$ cat src/rtl/lpf_seq_pkg.sv
// Shared types and default sizing for the low-pass bypass sequencer and its crossfade mixer.
package lpf_seq_pkg;

  typedef enum logic [2:0] {
    BYPASS   = 3'd0,
    FILL     = 3'd1,
    FADE_IN  = 3'd2,
    ACTIVE   = 3'd3,
    FADE_OUT = 3'd4
  } state_t;

  localparam int DEF_DWIDTH         = 16;
  localparam int DEF_MAX_DEPTH_LOG2 = 5;
  localparam int DEF_RAMP_LOG2      = 6;
  localparam int DEPTH_SEL_W        = $clog2(DEF_MAX_DEPTH_LOG2 + 1);
  localparam int RAMP_ONE           = 1 << DEF_RAMP_LOG2;

endpackage

$ cat src/rtl/lpf_xfade_mixer.sv
// Registered signed dry/wet crossfade: data_o = dry + ((wet - dry) * k) >>> RAMP_LOG2.
// k = 0 yields dry exactly and k = 2^RAMP_LOG2 yields wet exactly; the result never leaves [dry, wet].
module lpf_xfade_mixer
  import lpf_seq_pkg::*;
#(
  parameter int DWIDTH    = DEF_DWIDTH,
  parameter int RAMP_LOG2 = DEF_RAMP_LOG2
) (
  input  logic                     clk_i,
  input  logic                     srst_i,
  input  logic                     tick_i,
  input  logic signed [DWIDTH-1:0] dry_i,
  input  logic signed [DWIDTH-1:0] wet_i,
  input  logic [RAMP_LOG2:0]       k_i,
  output logic signed [DWIDTH-1:0] data_o
);

  localparam int PW = DWIDTH + RAMP_LOG2 + 2;

  logic signed [DWIDTH:0]   diff;
  logic signed [PW-1:0]     diff_w;
  logic signed [PW-1:0]     k_w;
  logic signed [PW-1:0]     prod;
  logic signed [PW-1:0]     scaled;
  logic signed [DWIDTH:0]   sum;
  logic signed [DWIDTH-1:0] data_d, data_q;

  always_comb begin
    diff   = DWIDTH'(wet_i) - DWIDTH'(dry_i);
    diff   = {wet_i[DWIDTH-1], wet_i} - {dry_i[DWIDTH-1], dry_i};
    diff_w = {{(PW-DWIDTH-1){diff[DWIDTH]}}, diff};
    k_w    = {{(PW-RAMP_LOG2-1){1'b0}}, k_i};
    prod   = diff_w * k_w;
    scaled = prod >>> RAMP_LOG2;
    sum    = {dry_i[DWIDTH-1], dry_i} + scaled[DWIDTH:0];
    data_d = tick_i ? sum[DWIDTH-1:0] : data_q;
  end

  always_ff @(posedge clk_i) begin
    if (srst_i) data_q <= '0;
    else        data_q <= data_d;
  end

  assign data_o = data_q;

endmodule

$ cat src/rtl/lowpass_bypass_sequencer.sv
// Click-free engage/disengage and depth-change sequencing for a power-of-two moving-average stage.
//   state    | meaning
//   BYPASS   | dry passthrough, filter idle (k = 0)
//   FILL     | filter history refilling at the latched depth (k = 0)
//   FADE_IN  | k ramps up toward full wet
//   ACTIVE   | full wet (k = 2^RAMP_LOG2)
//   FADE_OUT | k ramps down; pend requests a refill at the new depth once dry
module lowpass_bypass_sequencer
  import lpf_seq_pkg::*;
#(
  parameter int DWIDTH         = DEF_DWIDTH,
  parameter int MAX_DEPTH_LOG2 = DEF_MAX_DEPTH_LOG2,
  parameter int RAMP_LOG2      = DEF_RAMP_LOG2
) (
  input  logic                                   clk_i,
  input  logic                                   srst_i,
  input  logic                                   sample_tick_i,
  input  logic                                   enable_i,
  input  logic [$clog2(MAX_DEPTH_LOG2+1)-1:0]    depth_sel_i,
  input  logic signed [DWIDTH-1:0]               dry_i,
  input  logic signed [DWIDTH-1:0]               wet_i,
  output logic [$clog2(MAX_DEPTH_LOG2+1)-1:0]    depth_sel_o,
  output logic signed [DWIDTH-1:0]               data_o,
  output logic                                   busy_o
);

  localparam int DSW = $clog2(MAX_DEPTH_LOG2 + 1);
  localparam int KW  = RAMP_LOG2 + 1;
  localparam int FW  = MAX_DEPTH_LOG2 + 1;
  localparam logic [KW-1:0]  K_ONE     = {1'b1, {RAMP_LOG2{1'b0}}};
  localparam logic [KW-1:0]  K_LAST    = K_ONE - KW'(1);
  localparam logic [DSW-1:0] DEPTH_MAX = DSW'(MAX_DEPTH_LOG2);

  state_t          state_q, state_d;
  logic [KW-1:0]   k_q, k_d;
  logic [FW-1:0]   fill_q, fill_d;
  logic            pend_q, pend_d;
  logic [DSW-1:0]  depth_q, depth_d;
  logic            busy_q, busy_d;

  logic [DSW-1:0]  depth_req;
  logic            depth_chg;
  logic [FW-1:0]   fill_last;

  assign depth_req = (depth_sel_i > DEPTH_MAX) ? DEPTH_MAX : depth_sel_i;
  assign depth_chg = (depth_req != depth_q);
  assign fill_last = FW'((32'd1 << depth_q) - 32'd1);

  always_comb begin
    state_d = state_q;
    k_d     = k_q;
    fill_d  = fill_q;
    pend_d  = pend_q;
    depth_d = depth_q;
    if (sample_tick_i) begin
      case (state_q)
        BYPASS: begin
          k_d = '0;
          if (enable_i) begin
            depth_d = depth_req;
            fill_d  = '0;
            state_d = FILL;
          end
        end
        FILL: begin
          k_d = '0;
          if (!enable_i) begin
            state_d = BYPASS;
          end else if (depth_chg) begin
            depth_d = depth_req;
            fill_d  = '0;
          end else if (fill_q == fill_last) begin
            state_d = FADE_IN;
          end else begin
            fill_d = fill_q + FW'(1);
          end
        end
        FADE_IN: begin
          // enable drop outranks a depth change, so pend stays clear in that case
          if (!enable_i) begin
            state_d = FADE_OUT;
          end else if (depth_chg) begin
            pend_d  = 1'b1;
            state_d = FADE_OUT;
          end else if (k_q >= K_LAST) begin
            k_d     = K_ONE;
            state_d = ACTIVE;
          end else begin
            k_d = k_q + KW'(1);
          end
        end
        ACTIVE: begin
          k_d = K_ONE;
          if (!enable_i) begin
            state_d = FADE_OUT;
          end else if (depth_chg) begin
            pend_d  = 1'b1;
            state_d = FADE_OUT;
          end
        end
        FADE_OUT: begin
          if (enable_i && !pend_q && !depth_chg) begin
            state_d = FADE_IN;
          end else begin
            if (enable_i && depth_chg) pend_d = 1'b1;
            if (k_q <= KW'(1)) begin
              k_d = '0;
              if (pend_d && enable_i) begin
                depth_d = depth_req;
                fill_d  = '0;
                state_d = FILL;
              end else begin
                state_d = BYPASS;
              end
              pend_d = 1'b0;
            end else begin
              k_d = k_q - KW'(1);
            end
          end
        end
        default: begin
          state_d = BYPASS;
          k_d     = '0;
          pend_d  = 1'b0;
        end
      endcase
    end
    busy_d = (state_d == FILL) || (state_d == FADE_IN) || (state_d == FADE_OUT);
  end

  always_ff @(posedge clk_i) begin
    if (srst_i) begin
      state_q <= BYPASS;
      k_q     <= '0;
      fill_q  <= '0;
      pend_q  <= 1'b0;
      depth_q <= '0;
      busy_q  <= 1'b0;
    end else begin
      state_q <= state_d;
      k_q     <= k_d;
      fill_q  <= fill_d;
      pend_q  <= pend_d;
      depth_q <= depth_d;
      busy_q  <= busy_d;
    end
  end

  // the mix uses k as it stood at this tick, before the FSM update
  lpf_xfade_mixer #(
    .DWIDTH    (DWIDTH),
    .RAMP_LOG2 (RAMP_LOG2)
  ) u_mixer (
    .clk_i  (clk_i),
    .srst_i (srst_i),
    .tick_i (sample_tick_i),
    .dry_i  (dry_i),
    .wet_i  (wet_i),
    .k_i    (k_q),
    .data_o (data_o)
  );

  assign depth_sel_o = depth_q;
  assign busy_o      = busy_q;

endmodule
$ cat config.mk
export PLATFORM = sky130hd
export DESIGN_NAME = lowpass_bypass_sequencer
export DESIGN_NICKNAME = d
export VERILOG_FILES = /design/src/rtl/lpf_seq_pkg.sv /design/src/rtl/lpf_xfade_mixer.sv /design/src/rtl/lowpass_bypass_sequencer.sv
export SDC_FILE = /design/constraint.sdc
export NUM_CORES = 1
export LEC_CHECK = 0
export CAP_MARGIN = 20
export CORE_MARGIN = 2
export CORE_UTILIZATION = 48
export CTS_CLUSTER_SIZE = 20
export DETAILED_ROUTE_END_ITERATION = 8
export DONT_BUFFER_PORTS = 1
export GPL_ROUTABILITY_DRIVEN = 0
export GPL_TIMING_DRIVEN = 1
export PLACE_DENSITY = 0.7
export SETUP_SLACK_MARGIN = 0.15
export SLEW_MARGIN = 30
export SYNTH_ARGS = -nofsm -noshare
export SYNTH_HDL_FRONTEND = slang
export SYNTH_SLANG_ARGS = --single-unit
$ cat constraint.sdc
create_clock -name clk_i -period 10.3 [get_ports clk_i]
set_clock_uncertainty 0.2 [all_clocks]
set_input_delay 1.03 -clock clk_i [delete_from_list [all_inputs] [get_ports clk_i]]
set_output_delay 1.03 -clock clk_i [all_outputs]
set_load 0.02 [all_outputs]
After elaboration in Yosys (flattened, before gate mapping)
Index checks and enable logic that the tools add are counted.
W data, S select, Z words.
- output and inout bits: 20
- bits in registers: 37
- bits of input ports: 39
- logic and storage cells: 100
- order comparisons: 3
- equality and inequality tests: 20
- shift-type cells: 1
- $mul: 1
- reduce and logical (&&, ||, !) cells: 16
- add/subtract/negate cells: 6
- bitwise gates (word level): 1
- muxes and demuxes: 45
- operator list (cell ; number):
    $mux W3 ; 19
    $mux W6 ; 7
    $mux W7 ; 5
    $mul A17 B8 Y22 ; 1
    $pmux W7 S3 ; 1
    $pmux W6 S3 ; 1
    $sub A16 B16 Y17 ; 1
    $add A16 B16 Y16 ; 1
    $ne A2 B2 Y1 const B ; 8
    $reduce_and A8 Y1 ; 2
    $pmux W3 S5 ; 1
    $eq A3 B2 Y1 const B ; 3
    $mux W1 ; 9
    $pmux W3 S3 ; 1
    $add A7 B1 Y7 const B ; 1
    $ge A7 B6 Y1 const B ; 1
    $le A7 B1 Y1 const B ; 1
    $sub A7 B1 Y7 const B ; 1
    $add A6 B1 Y6 const B ; 1
    $eq A3 B1 Y1 const B ; 2
    $eq A3 B3 Y1 const B ; 2
    $eq A6 B6 Y1 ; 1
    $shl A1 B3 Y6 const A ; 1
    $sub A6 B1 Y6 const B ; 1
    14 further kinds ; 21

Depth between registers and ports, before layout
Gate-level depths: netlist of the first run.
- depth after elaboration: 17
- depth in mapped cells: 36
- gate-level depth less buffers: 36

Cells and area by module
A second synthesis of the first run with hierarchy kept.
- cells, all modules: 909
- area total of the unflattened synthesis: 7529.7 sq um
- modules (own cells, without submodules) (module ; cells an instance ; seq. area each (sq um) ; area each (sq um) ; instances):
    lpf_xfade_mixer ; 696 ; 320.3 ; 5829.3 ; 1
    lowpass_bypass_sequencer ; 213 ; 420.4 ; 1700.4 ; 1

Least setup slack after synthesis of the first run
No wires, ideal clock.
- kind: input to register
- start point: input port wet_i[0]
- end point: register u_mixer.data_q[15] (netlist: u_mixer.data_o[15])
- cell stages on the path: 36
- path buffers: 0
- slack: 2.228 ns
- library setup time: 0.095 ns
- required time: 10.005 ns
- arrival time: 7.776 ns
- path through: inv_1 > ha_1 > fa_1 > nor2b_1 > o31ai_2 > a21oi_1 > a21oi_1 > o21bai_1 > a21oi_1 > xnor2_1 > nand2_1 > fa_1 > inv_1 > fa_1 > fa_1 > inv_1 > fa_1 > inv_1 > ha_1 > o21ai_0 > a211oi_1 > nand2b_1 > nand2_1 > a21oi_1 > o21bai_1 > a21oi_1 > xnor2_1 > ha_1 > nand2_1 > a211oi_1 > nand3_1 > nand4_1 > a41oi_1 > or3_1 > a211o_1 > o311ai_1
- cells in the longest elaborated chain, start to end: 3
- ends and longest elaborated chain (item ; line ; RTL):
    start, declared ; lowpass_bypass_sequencer.sv:21 ; input logic signed [DWIDTH-1:0] wet_i,
    $sub A16 B16 Y17 ; lpf_xfade_mixer.sv:30 ; diff = {wet_i[DWIDTH-1], wet_i} - {dry_i[DWIDTH-1], dry_i};
    $mul A17 B8 Y22 ; lpf_xfade_mixer.sv:33 ; prod = diff_w * k_w;
    $add A16 B16 Y16 ; lpf_xfade_mixer.sv:35 ; sum = {dry_i[DWIDTH-1], dry_i} + scaled[DWIDTH:0];
    end signal, assigned ; lpf_xfade_mixer.sv:41 ; else data_q <= data_d;
    end, declared ; lpf_xfade_mixer.sv:26 ; logic signed [DWIDTH-1:0] data_d, data_q;
No other way between the ends.
A chain may end at the register's enable or synchronous reset.

Worst setup path in the final report of the first run
Same ends and word-level chain as after synthesis.

==> impl_results.md, run 1 <==
- Outcome: complete, no violations
- Routed vias: 6197
- Cell variety after synth: 76
- Core box area: 15200 sq um
- Fmax: around 110 MHz
- Most common cell after layout, fill and taps aside: inv_1
- Die height: 129 um
- Residual DRC: 0
- Switch Pwr: 279 uW
- Initial DRT Pass Iterations: 5
- Most frequent cells in the layout: 155 x inv_1, 83 x fa_1, 78 x ha_1
- CP endpoint kind: flip-flop
- Vias per inst: 5.64
- GR Overflow Total: 0
- Port bufs: 0
- Final Setup Violations: 0
- Combinational Power Share: 45.7%
- FP Rows: 45
- CP max-delay cell: fa_1
- Initial Util: 49.1%
- DP HPWL: 14900 um
- Worst-Skew Late Latency: 280 ps
- Synth Flop Type: dfxtp_1
- #FFs+latches synth: 37
- I/O pins: 59
- Worst Slack Setup Final: 1580 ps
- Mapped cell area: ~7500 sq um
- Pwr dens: 90.2 nW/um^2
- Crit Path Max Fanout: 7
- Vias in the first global route: 6216
- Worst Tran Pin Value: 815 ps
- Tot GR Track Use: between 20% and 30%
- Pre-CTS WS: 1350 ps
- Seq/Total Area, Yosys: 9.93%
- Reg power frac: 26.2%
- TritonCTS Buffers: 5
- Sw frac: 39.6%
- CTS Buffer Depth: 2
- Minimum clock period: 8720 ps
- CTS tree: yes
- Reg clk slew, reported paths: ~60 ps
- RSZ-0062 raised after global routing: no
- Share of cells above drive strength 1: 4.07%
- Initial DRC count: roughly 300
- Peak VDD IR: 0.0000723 V
- Number of diodes: 0
- Routed Wire Length: 18100 um
- Max-slew violations: 0
- Worst Path Required: 10290 ps
- Largest net degree at the start of global routing: 31
- Die area: around 17000 sq um
- Synth Warn #: 0
- Global-route wire length before repair: 30300 um
- CTS Hold Bufs: 0
- Endpoints failing hold: 0
- Setup TNS: 0 ps
- Max capacitance violation total: 0
- Avg WL per Cell: roughly 17 um
- Worst setup SP type: input port
- Post-synthesis cell count: 922
- Syn Nets: 1122
- Fin crit share: 84.6%
- Post-synth ARST share: 0%
- Overall die width: 129 um
- Internal Power: 426 uW
- Max_slew headroom: 45.3%
- Hold Worst Slack: 363 ps
- # H-tree levels: 2
- Post-CTS sizing: 0
- Layout area overhead: 4.90%
- Critical Path AT: 8700 ps
- P_leak: 0.00380 uW
- Nets: 1109
- Post-CTS Setup Bufs: 0
- Sink Count: 37
- Post-synth EDFFs: 0
- Mapped Avg Cell Area: 8.09 sq um
- Detail Route Antenna Nets: 0
- Initial antenna violation count: 0
- Root Driver: clkbuf_16
- WS Path Type: in -> reg
- Worst Hold Class: reg -> reg
- Crit-path max cell delay: 550 ps
- Clock share of power: between 20% and 30%
state kept, by name, indices dropped and copies added (netlist names):
register        cells
u_mixer.data_o     16
k_q                 7
fill_q              6
depth_sel_o         3
state_q             3
busy_o              1
pend_q              1
area by class of cell:
cell class / count / area, sq um
inverter: 156 / 586
tap: 188 / 235
sequential: 37 / 741
clock inverter: 3 / 65.1
multi-input combinational: 702 / 6020
clock buffer: 5 / 125
timing repair buffer: 7 / 52.6
fill: 1517 / 7380
power by group through the flow:
| stage | combinational [uW] | sequential [uW] | clock, uW |
|---|---|---|---|
| 2_1_floorplan | 255 | 183 | 0 |
| 3_3_place_gp | 316 | 188 | 0 |
| 3_5_place_dp | 322 | 188 | 0 |
| 4_1_cts | 324 | 185 | 200 |
| 5_1_grt | 366 | 187 | 206 |
| 6_report | 323 | 185 | 198 |
cells by family after synthesis:
| group | share of synthesized area (%) |
|---|---|
| AND/OR/NAND/NOR | 21.7 |
| buffers and inverters | 9.41 |
| AO/OA/AOI/OAI | 15.5 |
| adder cells (fa/ha/maj) | 35.4 |
| XOR/XNOR | 6.46 |
| flip-flops | 9.93 |
| multiplexers | 1.63 |
cells in the mapped netlist (all sizes together), types with 7 or more instances:
| cell | n | area, sq um |
|---|---|---|
| inv | 155 | 582 |
| fa | 83 | 1660 |
| ha | 78 | 976 |
| nand2 | 74 | 278 |
| nor2 | 69 | 259 |
| and2 | 61 | 382 |
| a21oi | 49 | 257 |
| dfxtp | 37 | 741 |
| xnor2 | 36 | 315 |
| o21ai | 25 | 125 |
| nor3 | 20 | 111 |
| xor2 | 19 | 166 |
| clkbuf | 18 | 67.6 |
| nand3 | 16 | 97.6 |
| a211oi | 13 | 97.6 |
| nor2b | 13 | 81.3 |
| mux2i | 11 | 110 |
| buf | 9 | 48.8 |
| nor3b | 9 | 72.6 |
| o21a | 9 | 67.6 |
| o21bai | 9 | 67.6 |
| or3 | 8 | 50.1 |
| a21o | 7 | 52.6 |
| nand2b | 7 | 43.8 |
per-stage QoR:
stage | utilization [%] | total power (uW) | cells | cell area (sq um)
global placement | 50.2 | 504 | 1090 | 7630
detailed placement | 50.2 | 510 | 1090 | 7630
floorplan | - | 438 | 922 | 7460
CTS | 51.4 | 709 | 1098 | 7820
global route | 51.5 | 758 | 1098 | 7820
finish | 51.5 | 706 | 1098 | 7820
worst paths after layout:
kind | startpoint | end | slack [ps] | cells past startpoint
worst max-delay path | wet_i[0] | u_mixer.data_o[15] | 1580 | 36
worst max register to register | k_q[4] | u_mixer.data_o[15] | 2480 | 28
worst min-delay path | u_mixer.data_o[9] | u_mixer.data_o[9] | 360 | 2
worst min register to register | u_mixer.data_o[9] | u_mixer.data_o[9] | 360 | 2
worst max-delay path, delay by kind of cell:
family                     cells  cell delay [ps]
adders and majority gates      8             3320
AOI/OAI and AO/OA             14             2140
and+or+nand+nor                8             1390
xor gates and xnor gates       2              670
buffers and inverters          4              170
routing by layer:
metal / up-vias / share of wire (%) / wire length, um / track usage, %
li1: 3031 / - / - / -
met1: 2990 / 45 / 8140 / 30.5
met2: 150 / 47 / 8580 / 39.2
met3: 26 / 6.2 / 1120 / 3.99
met4: 0 / 1.6 / 285 / 3.96
met5: - / 0 / 0 / 0
Power figures use the tool's default switching activity.
==> run 2, diff against run 1 <==
--- a/config.mk
+++ b/config.mk
@@ -13,7 +13,7 @@
 export DONT_BUFFER_PORTS = 1
 export GPL_ROUTABILITY_DRIVEN = 0
 export GPL_TIMING_DRIVEN = 1
-export PLACE_DENSITY = 0.7
+export PLACE_DENSITY = 0.72
 export SETUP_SLACK_MARGIN = 0.15
 export SLEW_MARGIN = 30
 export SYNTH_ARGS = -nofsm -noshare
==> constraint.sdc (replaced) <==
create_clock -name clk_i -period 7.4 [get_ports clk_i]
set_clock_uncertainty 0.2 [all_clocks]
set_input_delay 0.74 -clock clk_i [delete_from_list [all_inputs] [get_ports clk_i]]
set_output_delay 0.74 -clock clk_i [all_outputs]
set_load 0.02 [all_outputs]
==> impl_results.md, run 2 (synthesis results as in run 1) <==
- Most common cell after layout, fill and taps aside: inv_1
- Fin cells: 1239 (+13%)
- Core box area: 15200 sq um (unchanged)
- Routed Wire Length: 20000 um (+10%)
- Worst Path Required: 7380 ps (-2910 ps)
- Initial antenna violation count: 0 (unchanged)
- Outcome: finished, violations left
- Routed vias: 6844 (+10%)
- Max-slew violations: 0 (unchanged)
- Die area: 16500 sq um (unchanged)
- Fmax: 134 MHz
- Placed Instances: 1212 (+11%)
- DP HPWL: 15500 um (+3.8%)
- P_leak: 0.00458 uW (+21%)
- Crit Path Max Fanout: 4 (-3)
- Max reg flops: 16 (unchanged)
- Die height: 129 um (unchanged)
- Fillers: 1308 (-14%)
- CTS tree: yes
- # H-tree levels: 2 (unchanged)
- Max_slew headroom: 35.3% (-10 points)
- Crit-path max cell delay: 530 ps (-20 ps)
- Endpoints failing hold: 0 (unchanged)
- CP endpoint kind: flip-flop
- Max capacitance violation total: 0 (unchanged)
- Reg clk slew, reported paths: 60 ps (about the same)
- Pwr dens: 125 nW/um^2 (+38%)
- Number of diodes: 0 (unchanged)
- R2r worst-path depth: 28 (unchanged)
- Hold Worst Slack: 326 ps (-36.9 ps)
- Nets: 1250 (+13%)
- Minimum clock period: 7450 ps
- WHS Path Cells: 1 (-1)
- TritonCTS Buffers: 5 (unchanged)
- Initial DRT Pass Iterations: 6 (+1)
- Worst setup SP type: input port
- Peak VDD IR: 0.000128 V (+76%)
- Critical Path AT: 7440 ps (-1260 ps)
- Final Setup Violations: 1 (+1)
- Vias in the first global route: 6773 (+9.0%)
- Residual DRC: 0 (unchanged)
- FP Rows: 45 (unchanged)
- Multi-input gate area: 6510 sq um (+8.1%)
- Worst Slack Setup Final: -51.4 ps (-1630 ps)
- Layout area overhead: 25.8%
- Root Driver: clkbuf_16
- Worst Hold Class: in -> reg
- Tot GR Track Use: 24.0% (+1.2 points)
- CTS Hold Bufs: 0 (unchanged)
- Overall die width: 129 um (unchanged)
- Largest net degree at the start of global routing: 31 (unchanged)
- Sink Count: 37 (unchanged)
- Avg WL per Cell: 16.1 um (-2.3%)
- Failing checks: negative setup slack
- Vias per inst: 5.52 (-2.1%)
- Cell mode on critical path: fa_1
- RSZ-0062 raised after global routing: yes
- Met3 GRT Util: 4.41% (+0.42 points)
- Fin crit share: 101%
- Worst-Skew Late Latency: 280 ps (about the same)
- Most frequent cells in the layout: 148 x inv_1, 141 x buf_4, 80 x fa_1
- GR Overflow Total: 0 (unchanged)
- Share of cells above drive strength 1: 24.3% (+20 points)
- Initial Util: 49.1% (unchanged)
- CP max-delay cell: fa_1
- Routing usage on met1: 30.8% (+0.36 points)
- Top Usage Layer GRT: met2
- Initial DRC count: 326 (+7.6%)
- Worst Tran Pin Value: 969 ps (+154 ps)
- I/O pins: 59 (unchanged)
- Port bufs: 0 (unchanged)
- Global-route wire length before repair: 32200 um (+6.3%)
- Met2 Use GR: 42.5% (+3.4 points)
- WS Path Type: in -> reg
- Storage element area: 741 sq um (unchanged)
- CTS Buffer Depth: 2 (unchanged)
- Detail Route Antenna Nets: 0 (unchanged)
## run 2: changes by cell type in the layout (fill, tap and decap cells not counted), sizes merged
cell,previous run,this run
clkinvlp,0,1
buf,7,148
bufinv,2,1
## run 2: final timing paths
check                       endpoint  slack, ps         startpoint
setup / recovery  u_mixer.data_o[15]        -50           wet_i[0]
hold / removal        depth_sel_o[1]        330             srst_i
setup reg to reg  u_mixer.data_o[15]        780             k_q[6]
hold reg to reg    u_mixer.data_o[9]        360  u_mixer.data_o[9]
## run 2: metrics by stage
step	util (%)	total power, uW	worst slack, ps	instance area (sq um)	TNS (ps)
after detailed placement	57.2	838	-518	8700	-1870
after floorplan	-	627	-70.2	7610	-70.2
after global routing	61.7	1250	-417	9380	-930
after global placement	57.2	832	-430	8700	-1430
after CTS	59.8	1120	-47.9	9090	-47.9
final	61.7	1170	-51.4	9380	-51.4
## run 2: where the power goes
part | switching (uW) | internal, uW | total [uW]
clock | 84.8 | 159 | 244
combinational | 332 | 332 | 665
sequential | 42.1 | 219 | 261
total | 459 | 710 | 1170
## run 2: routing by layer
layer	up-vias	wire length [um]
met5	-	0
met4	0	308
met3	28	1210
met2	181	10100
met1	3330	8350
li1	3305	-
## run 2: critical path: cells and delay by family
kind / cells / cell delay (ps)
adder cells (fa/ha/maj): 8 / 3100
AO/OA/AOI/OAI: 12 / 1600
AND/OR/NAND/NOR: 8 / 1030
buffers and inverters: 7 / 600
XOR/XNOR: 2 / 340
## run 2: what timing repair did
item,4_1_cts,5_1_grt
gates resized for setup,34,49
buffers inserted,8,11
setup endpoints to repair,6,7
pin swaps,38,43
## run 2: final cells by class
| cell class | instances | share of cell area, % |
|---|---|---|
| inverters | 156 | 6.32 |
| multi-input cells | 702 | 69.3 |
| clock inverters | 3 | 0.493 |
| repair buffers | 148 | 12.1 |
| well taps | 188 | 2.51 |
| clock buffers | 5 | 1.33 |
| flip-flops and latches | 37 | 7.89 |
